$ cat config.mk
export PLATFORM = sky130hd
export DESIGN_NAME = dice_game_ctrl_flat
export DESIGN_NICKNAME = d
export VERILOG_FILES = /design/src/rtl/dice_game_ctrl_if.sv /design/src/rtl/dice_game_ctrl.sv /design/src/flat_wrapper.sv
export SDC_FILE = /design/constraint.sdc
export NUM_CORES = 1
export LEC_CHECK = 0
export BUFFER_PORTS_ARGS = -buffer_cell sky130_fd_sc_hd__buf_2
export CAP_MARGIN = 10
export CORE_ASPECT_RATIO = 1.75
export CORE_MARGIN = 2
export CORE_UTILIZATION = 55
export DETAILED_ROUTE_END_ITERATION = 12
export PLACE_DENSITY = 0.78
export SETUP_SLACK_MARGIN = 0.3
export SYNTH_ARGS = -nofsm -noshare
export SYNTH_HDL_FRONTEND = slang
export SYNTH_SLANG_ARGS = --single-unit
$ cat constraint.sdc
create_clock -name clk -period 2.8 [get_ports clk]
set_input_delay 0.28 -clock clk [delete_from_list [all_inputs] [get_ports clk]]
set_output_delay 0.28 -clock clk [all_outputs]
set_load 0.005 [all_outputs]
$ cat src/rtl/dice_game_ctrl_if.sv
// Board-side bundle between push-buttons, the shared dice and the turn controller.
// master: board/dice side driving buttons and throw; slave: the controller.
interface dice_game_ctrl_if #(
  parameter int unsigned SCORE_W = 6
);
  logic               start;
  logic [1:0]         btn;
  logic [2:0]         dice_throw;
  logic               dice_roll;
  logic               turn;
  logic [2:0]         last_throw;
  logic [SCORE_W-1:0] score_a;
  logic [SCORE_W-1:0] score_b;
  logic               result_valid;
  logic               winner_valid;
  logic               winner;

  modport master (
    output start, btn, dice_throw,
    input  dice_roll, turn, last_throw, score_a, score_b, result_valid, winner_valid, winner
  );

  modport slave (
    input  start, btn, dice_throw,
    output dice_roll, turn, last_throw, score_a, score_b, result_valid, winner_valid, winner
  );
endinterface

$ cat src/rtl/dice_game_ctrl.sv
// Two-player turn controller for one shared dice: rolls, captures, scores, declares a winner.
// Define ROLL_AGAIN_ON_SIX_EN to let a non-winning throw of 6 keep the turn.
module dice_game_ctrl #(
  parameter int unsigned MIN_ROLL_CYC = 4,
  parameter int unsigned TARGET       = 20,
  parameter int unsigned SCORE_W      = 6
) (
  input logic             clk,
  input logic             rst,
  dice_game_ctrl_if.slave bus_io
);

  typedef enum logic [2:0] {StIdle, StWaitBtn, StRoll, StSettle, StScore, StDone} state_e;

  localparam int unsigned      CntW    = 8;
  localparam logic [CntW-1:0]  MinCyc  = CntW'(MIN_ROLL_CYC);
  localparam logic [SCORE_W:0] TargetW = (SCORE_W+1)'(TARGET);

  state_e             state_q, state_d;
  logic [CntW-1:0]    cnt_q, cnt_d, cnt_inc;
  logic               turn_q, turn_d;
  logic [2:0]         last_throw_q, last_throw_d;
  logic [SCORE_W-1:0] score_a_q, score_a_d, score_b_q, score_b_d;
  logic               winner_q, winner_d;
  logic               dice_roll_q, dice_roll_d;
  logic               result_valid_q, result_valid_d;
  logic               winner_valid_q, winner_valid_d;

  logic               btn_turn, throw_ok, win, keep_turn;
  logic [SCORE_W-1:0] score_cur, score_new;
  logic [SCORE_W:0]   score_sum;

  assign btn_turn  = bus_io.btn[turn_q];
  // cnt_inc counts the current ROLL cycle, so exit happens after exactly MIN_ROLL_CYC cycles
  assign cnt_inc   = (cnt_q >= MinCyc) ? cnt_q : cnt_q + CntW'(1);
  assign throw_ok  = (bus_io.dice_throw != 3'd0) && (bus_io.dice_throw != 3'd7);
  assign score_cur = turn_q ? score_b_q : score_a_q;
  assign score_sum = {1'b0, score_cur} + (SCORE_W+1)'(last_throw_q);
  assign score_new = score_sum[SCORE_W] ? {SCORE_W{1'b1}} : score_sum[SCORE_W-1:0];
  assign win       = ({1'b0, score_new} >= TargetW);

`ifdef ROLL_AGAIN_ON_SIX_EN
  assign keep_turn = (last_throw_q == 3'd6);
`else
  assign keep_turn = 1'b0;
`endif

  always_ff @(posedge clk) begin
    if (rst) begin
      state_q        <= StIdle;
      cnt_q          <= '0;
      turn_q         <= 1'b0;
      last_throw_q   <= '0;
      score_a_q      <= '0;
      score_b_q      <= '0;
      winner_q       <= 1'b0;
      dice_roll_q    <= 1'b0;
      result_valid_q <= 1'b0;
      winner_valid_q <= 1'b0;
    end else begin
      state_q        <= state_d;
      cnt_q          <= cnt_d;
      turn_q         <= turn_d;
      last_throw_q   <= last_throw_d;
      score_a_q      <= score_a_d;
      score_b_q      <= score_b_d;
      winner_q       <= winner_d;
      dice_roll_q    <= dice_roll_d;
      result_valid_q <= result_valid_d;
      winner_valid_q <= winner_valid_d;
    end
  end

  always_comb begin
    state_d      = state_q;
    cnt_d        = cnt_q;
    turn_d       = turn_q;
    last_throw_d = last_throw_q;
    score_a_d    = score_a_q;
    score_b_d    = score_b_q;
    winner_d     = winner_q;
    unique case (state_q)
      StIdle, StDone: begin
        if (bus_io.start) begin
          state_d   = StWaitBtn;
          score_a_d = '0;
          score_b_d = '0;
          turn_d    = 1'b0;
        end
      end
      StWaitBtn: begin
        if (btn_turn) begin
          state_d = StRoll;
          cnt_d   = '0;
        end
      end
      StRoll: begin
        cnt_d = cnt_inc;
        if (!btn_turn && (cnt_inc >= MinCyc)) state_d = StSettle;
      end
      StSettle: begin
        // An invalid face sends the same player back to roll again
        if (throw_ok) begin
          last_throw_d = bus_io.dice_throw;
          state_d      = StScore;
        end else begin
          state_d = StWaitBtn;
        end
      end
      StScore: begin
        if (turn_q) score_b_d = score_new;
        else        score_a_d = score_new;
        if (win) begin
          state_d  = StDone;
          winner_d = turn_q;
        end else begin
          state_d = StWaitBtn;
          if (!keep_turn) turn_d = ~turn_q;
        end
      end
      default: state_d = StIdle;
    endcase
  end

  // Outputs are registered from the upcoming state so they line up with it
  always_comb begin
    dice_roll_d    = (state_d == StRoll);
    winner_valid_d = (state_d == StDone);
    result_valid_d = (state_q == StScore);
  end

  assign bus_io.dice_roll    = dice_roll_q;
  assign bus_io.turn         = turn_q;
  assign bus_io.last_throw   = last_throw_q;
  assign bus_io.score_a      = score_a_q;
  assign bus_io.score_b      = score_b_q;
  assign bus_io.result_valid = result_valid_q;
  assign bus_io.winner_valid = winner_valid_q;
  assign bus_io.winner       = winner_q;

endmodule

$ cat src/flat_wrapper.sv
// flat-port wrapper written by rule: the top's interface ports become plain ports
module dice_game_ctrl_flat 
#(
  parameter int unsigned MIN_ROLL_CYC = 4,
  parameter int unsigned TARGET       = 20,
  parameter int unsigned SCORE_W      = 6
)
  (clk, rst, bus_io_start, bus_io_btn, bus_io_dice_throw, bus_io_dice_roll, bus_io_turn, bus_io_last_throw, bus_io_score_a, bus_io_score_b, bus_io_result_valid, bus_io_winner_valid, bus_io_winner);
  dice_game_ctrl_if #(.SCORE_W(SCORE_W)) bus_io_i ();
  input logic clk;
  input logic rst;
  input wire logic [$bits(bus_io_i.start)-1:0] bus_io_start;
  input wire logic [$bits(bus_io_i.btn)-1:0] bus_io_btn;
  input wire logic [$bits(bus_io_i.dice_throw)-1:0] bus_io_dice_throw;
  output wire logic [$bits(bus_io_i.dice_roll)-1:0] bus_io_dice_roll;
  output wire logic [$bits(bus_io_i.turn)-1:0] bus_io_turn;
  output wire logic [$bits(bus_io_i.last_throw)-1:0] bus_io_last_throw;
  output wire logic [$bits(bus_io_i.score_a)-1:0] bus_io_score_a;
  output wire logic [$bits(bus_io_i.score_b)-1:0] bus_io_score_b;
  output wire logic [$bits(bus_io_i.result_valid)-1:0] bus_io_result_valid;
  output wire logic [$bits(bus_io_i.winner_valid)-1:0] bus_io_winner_valid;
  output wire logic [$bits(bus_io_i.winner)-1:0] bus_io_winner;
  assign bus_io_i.start = bus_io_start;
  assign bus_io_i.btn = bus_io_btn;
  assign bus_io_i.dice_throw = bus_io_dice_throw;
  assign bus_io_dice_roll = bus_io_i.dice_roll;
  assign bus_io_turn = bus_io_i.turn;
  assign bus_io_last_throw = bus_io_i.last_throw;
  assign bus_io_score_a = bus_io_i.score_a;
  assign bus_io_score_b = bus_io_i.score_b;
  assign bus_io_result_valid = bus_io_i.result_valid;
  assign bus_io_winner_valid = bus_io_i.winner_valid;
  assign bus_io_winner = bus_io_i.winner;
  dice_game_ctrl #(.MIN_ROLL_CYC(MIN_ROLL_CYC), .TARGET(TARGET), .SCORE_W(SCORE_W)) u_core (.clk(clk), .rst(rst), .bus_io(bus_io_i));
endmodule
==> results.md, run 1 <==
- Per-cell routed wire length: 14.7 um
- Syn_area_per_cell: about 9.5 sq um
- Initial antenna violation count: 0
- Relative slew slack: a little under two thirds
- Tcrit/Tclk final: 84.3%
- Ys async rst share: 0%
- Clk buf depth: 2
- CTS root buffer: clkbuf_8
- EDFF count, synth: 0
- CP Cell Sequence: mux2_2, ha_1, inv_1, fa_1, nor2b_4, o21a_1, o211a_1, a21oi_2, mux2i_1
- Clk slew on worst S/H paths: ~0.070 ns
- Core box area: 0.00296 sq mm
- Fraction of the yosys area taken by sequential cells: 36.3%
- CTS tree: built
- Layout Nets: roughly 220
- Crit Path Class: reg -> reg
- Vias: between 1,000 and 1,500
- Chip width: 46.2 um
- Final Hold Vio Count: 0
- CP max stage cell: dfxtp_1
- Final setup vio count: 0
- Outcome: finished clean
- Sink Count: 31
- Gr ovfl total: 0
- Die area: 0.00359 sq mm
- Yosys reg bits: 31
- CP max stage delay: 0.43 ns
- Max Cap Viol: 0
- Utilization after layout: ~66%
- Vias in the first global route: 1,454
- Port Buffers: 27
- Worst Path Buf+Inv: 1
- Critical Path AT: between 2 and 3 ns
- Gpl congestion: just under 0.9
- Synth-to-Final Area Change: 15.0%
- Setup TNS: 0 ns
- PwrDens: ~440 mW/mm^2
- Vias per cell: between 5 and 6
- CP startpoint kind: flop
- Chip height: 77.8 um
- Tightest Pin Transition: roughly 0.54 ns
- Worst vdd ir: roughly 0.51 mV
- Clk_skew: approximately 0.013 ns
- Largest net degree at the start of global routing: 27
- Worst-path maximum fanout: 4
- Post-Synthesis Cell Area: 0.00171 sq mm
- # diodes: 0
- First-pass GRT wire length: ~6.3 mm
- Residual DRC: 0
- Layout cell share with drive strength beyond 1: about 28%
- Num ports: 28
- RSZ-0062 raised after global routing: no
- Initial DRC count: between 40 and 50
- # rows: 26
- Final ANT Viol Nets: 0
- CTS H-tree depth: 2
- Top delay family on crit path: compound AO/OA/AOI/OAI gates
- Cell variety after synth: 52
- Worst skew pair latency: a little under 0.3 ns
- Final Max Tran Viols: 0
- Synthesized instance count: 181
- Drt first pass iters: 4
- Critical path data required time: ~3.0 ns
- Fmax: between 400 and 500 MHz
- DRT Wirelength: 3.71 mm
- Hold Path Class: in -> reg
- Main flop type after synthesis: dfxtp_1
- GRT Util Overall: a little under a quarter
- Initial core utilization: between 50 and 60%
- Ys Warns: 0
- Syn nets: 195
- Kind of end point of the critical path: flop
- HPWL after DPL: 2.88 mm
- Post-route minimum period: approximately 2.4 ns
- Number of buffers created by CTS: 5
- Leak: ~0.85 nW
[cells in the mapped netlist, types with 2 or more instances]
master,n,area (sq um)
o21ai_0,3,15.0
clkbuf_1,2,7.51
nand2_1,5,18.8
and2_1,7,43.8
a21oi_1,10,50.1
or2_2,2,12.5
inv_1,8,30.0
nor3_1,2,10.0
nor2b_1,3,18.8
dfxtp_1,31,621
ha_1,5,62.6
nor3b_1,2,15.0
mux2i_1,19,190
nor2_1,29,109
or3_1,3,18.8
nand3_1,3,15.0
a21o_1,2,15.0
mux2_2,6,67.6
a211oi_2,2,25.0
nand2b_1,4,25.0
a21oi_2,2,17.5
[flip-flops by register name, summed over array words and instances, names as in the netlist]
register / count
u_core.bus_io.result_valid: 1
u_core.cnt_q: 8
u_core.bus_io.dice_roll: 1
u_core.bus_io.turn: 1
u_core.bus_io.winner: 1
u_core.bus_io.last_throw: 3
u_core.bus_io.score_b: 6
u_core.bus_io.winner_valid: 1
u_core.state_q: 3
u_core.bus_io.score_a: 6
[metrics by stage]
stage / cells / setup WS (ns) / total power [mW] / instance area, sq um / hold slack, ns
global placement: 244 / 0.538 / 0.539 / 1860 / 0.444
global route: 252 / 0.295 / 0.909 / 1970 / 0.311
floorplan: 181 / 0.405 / 0.523 / 1710 / 0.427
finish: 252 / 0.441 / 0.870 / 1970 / 0.286
CTS: 252 / 0.345 / 0.882 / 1950 / 0.287
detailed placement: 244 / 0.395 / 0.543 / 1860 / 0.445
[path summary, 6_finish.rpt]
kind,depth (start not counted),start,endpoint,slack [ns]
max reg2reg,9,u_core.bus_io.turn,u_core.bus_io.winner,0.44
min reg2reg,1,u_core.cnt_q[4],u_core.cnt_q[4],0.46
max,9,u_core.bus_io.turn,u_core.bus_io.winner,0.44
min,3,bus_io_dice_throw[1],u_core.bus_io.last_throw[1],0.29
[per-layer routing]
metal / vias up / wire, um / GRT usage, % / part of all wire (%)
li1: 689 / - / - / -
met1: 670 / 1340 / 23.1 / 36
met2: 32 / 2140 / 41.7 / 58
met3: 11 / 111 / 4.88 / 3.0
met4: 0 / 125 / 13.1 / 3.4
met5: - / 0 / 0 / 0
[layout by cell type, fill, tap and decap left out, types with 2 or more instances in the layout]
master,Yosys,routed
a21oi_1,10,10
nor3_1,2,2
clkbuf_8,1,5
ha_1,5,5
nor2_1,29,29
inv_1,8,8
mux2i_1,19,19
and2_1,7,7
dfxtp_1,31,31
mux2_2,6,6
nand2_1,5,5
or2_2,2,2
o21ai_0,3,3
nor2b_1,3,2
a211oi_2,2,2
buf_2,1,27
nor3b_1,2,2
nand3_1,3,3
nand2b_1,4,4
a21oi_2,2,2
or3_1,3,3
a21o_1,2,2
[layout make-up]
cell class	instances	area (sq um)
multi-input combinational	135	1040
clock inverter	2	12.5
tap	42	52.6
fill	236	992
clock buffer	6	72.6
sequential	31	621
timing repair buffer	28	143
inverter	8	30.0
[report_power, final]
part	switching [mW]	internal [mW]	total (mW)	leakage [nW]
Clock	0.164	0.173	0.337	0.0412
Combinational	0.0458	0.0329	0.0786	0.556
Sequential	0.00896	0.446	0.455	0.250
Total	0.218	0.652	0.870	0.848
[timing repair]
item | CTS | global route
hold buffers | 0 | 0
buffers inserted | 0 | 0
gates resized for setup | 0 | 3
setup endpoints to repair | 0 | 7
endpoints found under the hold margin | 0 | 0
[worst min-delay path, stage by stage]
cell     delay [ns]
buf_2          0.11
mux2i_1        0.07
nor2_1         0.07
[cells by family after synthesis]
| group | share of synthesized area (%) |
|---|---|
| buf+inv | 4.24 |
| simple gates | 22.7 |
| flops | 36.3 |
| fa+ha+maj | 4.82 |
| xor+xnor | 0.512 |
| mux | 15.9 |
| compound gates | 15.6 |
Power figures use the tool's default switching activity.
==> inputs of run 2 (changes only) <==
Settings changed: ABC_AREA set to 1, CORE_UTILIZATION 55 to 54.
Clock period 2.8 ns to 2.5 ns, I/O delays scaled along.
==> run 2 against run 1 <==
Die area fell by 6.5%. Power increased by 38%. Via count is 5.8% higher. Setup slack worse by 0.042 ns. Sequential power grew 20%. Critical endpoint is now u_core.bus_io.winner_valid. First-iteration DRC count up 2.4%. Wire length decreased by 6.1%. Core utilization is 2.5 points higher. Final area decreased by 4.6%. Clock skew is 0.0073 ns lower.
==> results.md, run 2 <==
- Gr ovfl total: 0
- Final ANT Viol Nets: 0
- P_int: about 860 uW
- Relative slew slack: between 60% and 70%
- Reg power frac: a little under half
- Post-route minimum period: 2.10 ns
- Largest net degree at the start of global routing: 18
- Critical path data required time: ~2.7 ns
- Worst vdd ir: roughly 0.47 mV
- Chip width: 44.7 um
- PwrDens: between 600 and 700 mW/mm^2
- Synth-to-Final Area Change: 20.1%
- Drt first pass iters: 4
- Top delay family on crit path: simple AND/OR/NAND/NOR gates
- Register with the most flip-flops: u_core.cnt_q
- Worst skew pair latency: about 0.29 ns
- Switch Pwr: approximately 340 uW
- Total power: roughly 1.2 mW
- Final Hold Vio Count: 0
- Initial antenna violation count: 0
- Commonest cells after routing, fill and taps aside: nand2_1 (49), inv_1 (33), dfxtp_1 (28)
- WHS Endpoint: u_core.bus_io.last_throw[0]
- Clock Power Share: a little over a third
- Per-cell routed wire length: about 12 um
- Commonest non-fill, non-tap cell in the layout: nand2_1
- Yosys top cell area share: 39.7%
- Clk_skew: 0.00596 ns
- Logic pwr share: a little under a fifth
- EDFF count, synth: 0
- Residual DRC: 0
- Worst-path maximum fanout: 7
- CTS root buffer: clkbuf_8
- RSZ-0062 raised after global routing: no
- Largest register FFs: 8
- # rows: 25
- Worst setup path start: u_core.bus_io.turn
- Setup TNS: 0 ns
- GRT Util Overall: 23.7%
- Tcrit/Tclk final: 84.0%
- Main flop type after synthesis: dfxtp_1
- Fmax: between 400 and 500 MHz
- Kind of end point of the critical path: flop
- Reg2reg setup slack: ~0.4 ns
- Count leader, synth: nand2_1
- Post-CTS Hold Fix Bufs: 0
- R2R Path Start: u_core.bus_io.turn
- Max Cap Viol: 0
- Vias per cell: approximately 5.2
- CTS H-tree depth: 2
- CP max stage cell: dfxtp_4
- Syn_area_per_cell: between 7 and 8 sq um
- Final-layout fill cell count: 240
- Fraction of the yosys area taken by sequential cells: 39.7%
- HPWL after DPL: roughly 2.6 mm
- Chip height: around 75 um
- CP startpoint kind: flop
- Hold Path Class: in -> reg
- Hold_sp: bus_io_dice_throw[0]
- Clk slew on worst S/H paths: approximately 0.070 ns
- Hold Path Cell Cnt: 3
- Final setup vio count: 0
- Crit Path Class: reg -> reg
- Non-filler cells, final: roughly 280
- Initial core utilization: between 50% and 60%
- Core box area: 0.00272 sq mm
- Vias: roughly 1,500
- CTS tree: built
- Port Buffers: 27
- Critical Path AT: about 2.3 ns
- Largest cells by area after synthesis: dfxtp_1 (40%), nand2_1 (12%), inv_1 (8.2%)
- Post-Synthesis Cell Area: between 0.0015 and 0.002 sq mm
- Number of buffers created by CTS: 5
- Syn nets: ~240
- Smallest hold slack: ~0.22 ns
- # diodes: 0
- Fin area: approximately 0.0019 sq mm
- Top cells by count, synth: nand2_1 (50), inv_1 (34), dfxtp_1 (31)
- Vias in the first global route: roughly 1,400
- DRT Wirelength: ~3.5 mm
- Sink Count: 31
- Clk buf depth: 2
- Layout cell share with drive strength beyond 1: roughly a quarter
- CP max stage delay: roughly 0.36 ns
- DP Area: 0.00173 sq mm
- Layout Nets: 270
- Synthesized instance count: about 220
- Placed Cells: around 280
- R2R Path End: u_core.bus_io.winner_valid
- Yosys reg bits: 31
- Tightest Pin Transition: 0.489 ns
- Gpl congestion: just over 0.9
- First-pass GRT wire length: 5.82 mm
- FF-to-FF path depth: 15
- Cell variety after synth: 29
- CP Cell Sequence: o21ai_1, ha_2, inv_1, fa_2, inv_2, nand2_1, nand2_2, inv_1, nor2_2, nand2_2, nand3_2, nand2_4, nand3b_1, nand2_1, nor2_2
- Worst Path Buf+Inv: 3
- Ys async rst share: 0%
- Outcome: finished clean
- Leading area contributor after synthesis: dfxtp_1
- Num ports: 28
- Leak: 0.920 nW
- Die area: around 0.0034 sq mm
- Final Max Tran Viols: 0
- Ys Warns: 0
- Initial DRC count: 42
- Net Sw Frac: about 28%
run 2: layer usage:
metal	global-route usage (%)	routed length, um
met3	5.04	149
met4	14.1	100
met1	24.5	1300
met5	0	0
met2	42.4	1940
run 2: cell type report:
type,count,area [sq um],area share (%)
inverters,39,146,7.79
repair buffers,30,158,8.39
clock buffers,8,100,5.33
flip-flops and latches,31,627,33.4
well taps,27,33.8,1.80
multi-input cells,149,813,43.3
run 2: worst max-delay path by stage:
stage,end,cells past startpoint
floorplan,u_core.bus_io.turn,18
global placement,u_core.bus_io.winner_valid,16
detailed placement,u_core.bus_io.turn,17
CTS,u_core.bus_io.turn,17
global route,u_core.bus_io.turn,17
finish,u_core.bus_io.winner_valid,15
run 2: cell families after synthesis:
kind of cell	Yosys count	share of synthesized area [%]
adders and majority gates	6	5.28
DFF	31	39.7
AOI/OAI and AO/OA	42	14.6
and+or+nand+nor	99	28.6
buffers and inverters	42	10.6
xor gates and xnor gates	1	0.560
muxes	1	0.640
run 2: stage by stage:
stage                     worst slack, ns  util, %
after global placement              0.363     63.5
after floorplan                     0.313        -
after global routing                0.280     69.0
after detailed placement            0.290     63.5
final                               0.399     69.0
after CTS                           0.311     67.3
run 2: worst register-to-register path: cells and delay by family, from the launching register on:
kind / cells / cell delay, ns
simple gates: 9 / 0.83
fa+ha+maj: 2 / 0.53
flops: 1 / 0.36
buf+inv: 3 / 0.16
compound gates: 1 / 0.14
run 2: what timing repair did:
item / in CTS / in global routing
setup buffers: 0 / 1
endpoints found under the setup margin: 3 / 9
resized for setup: 3 / 11
pin swaps: 0 / 5
run 2: power groups by stage:
stage | combinational (mW) | sequential, mW | clock [mW]
after floorplan | 0.142 | 0.555 | 0
after CTS | 0.210 | 0.544 | 0.442
after detailed placement | 0.209 | 0.554 | 0
after global routing | 0.252 | 0.548 | 0.463
after global placement | 0.208 | 0.553 | 0
final | 0.218 | 0.544 | 0.435
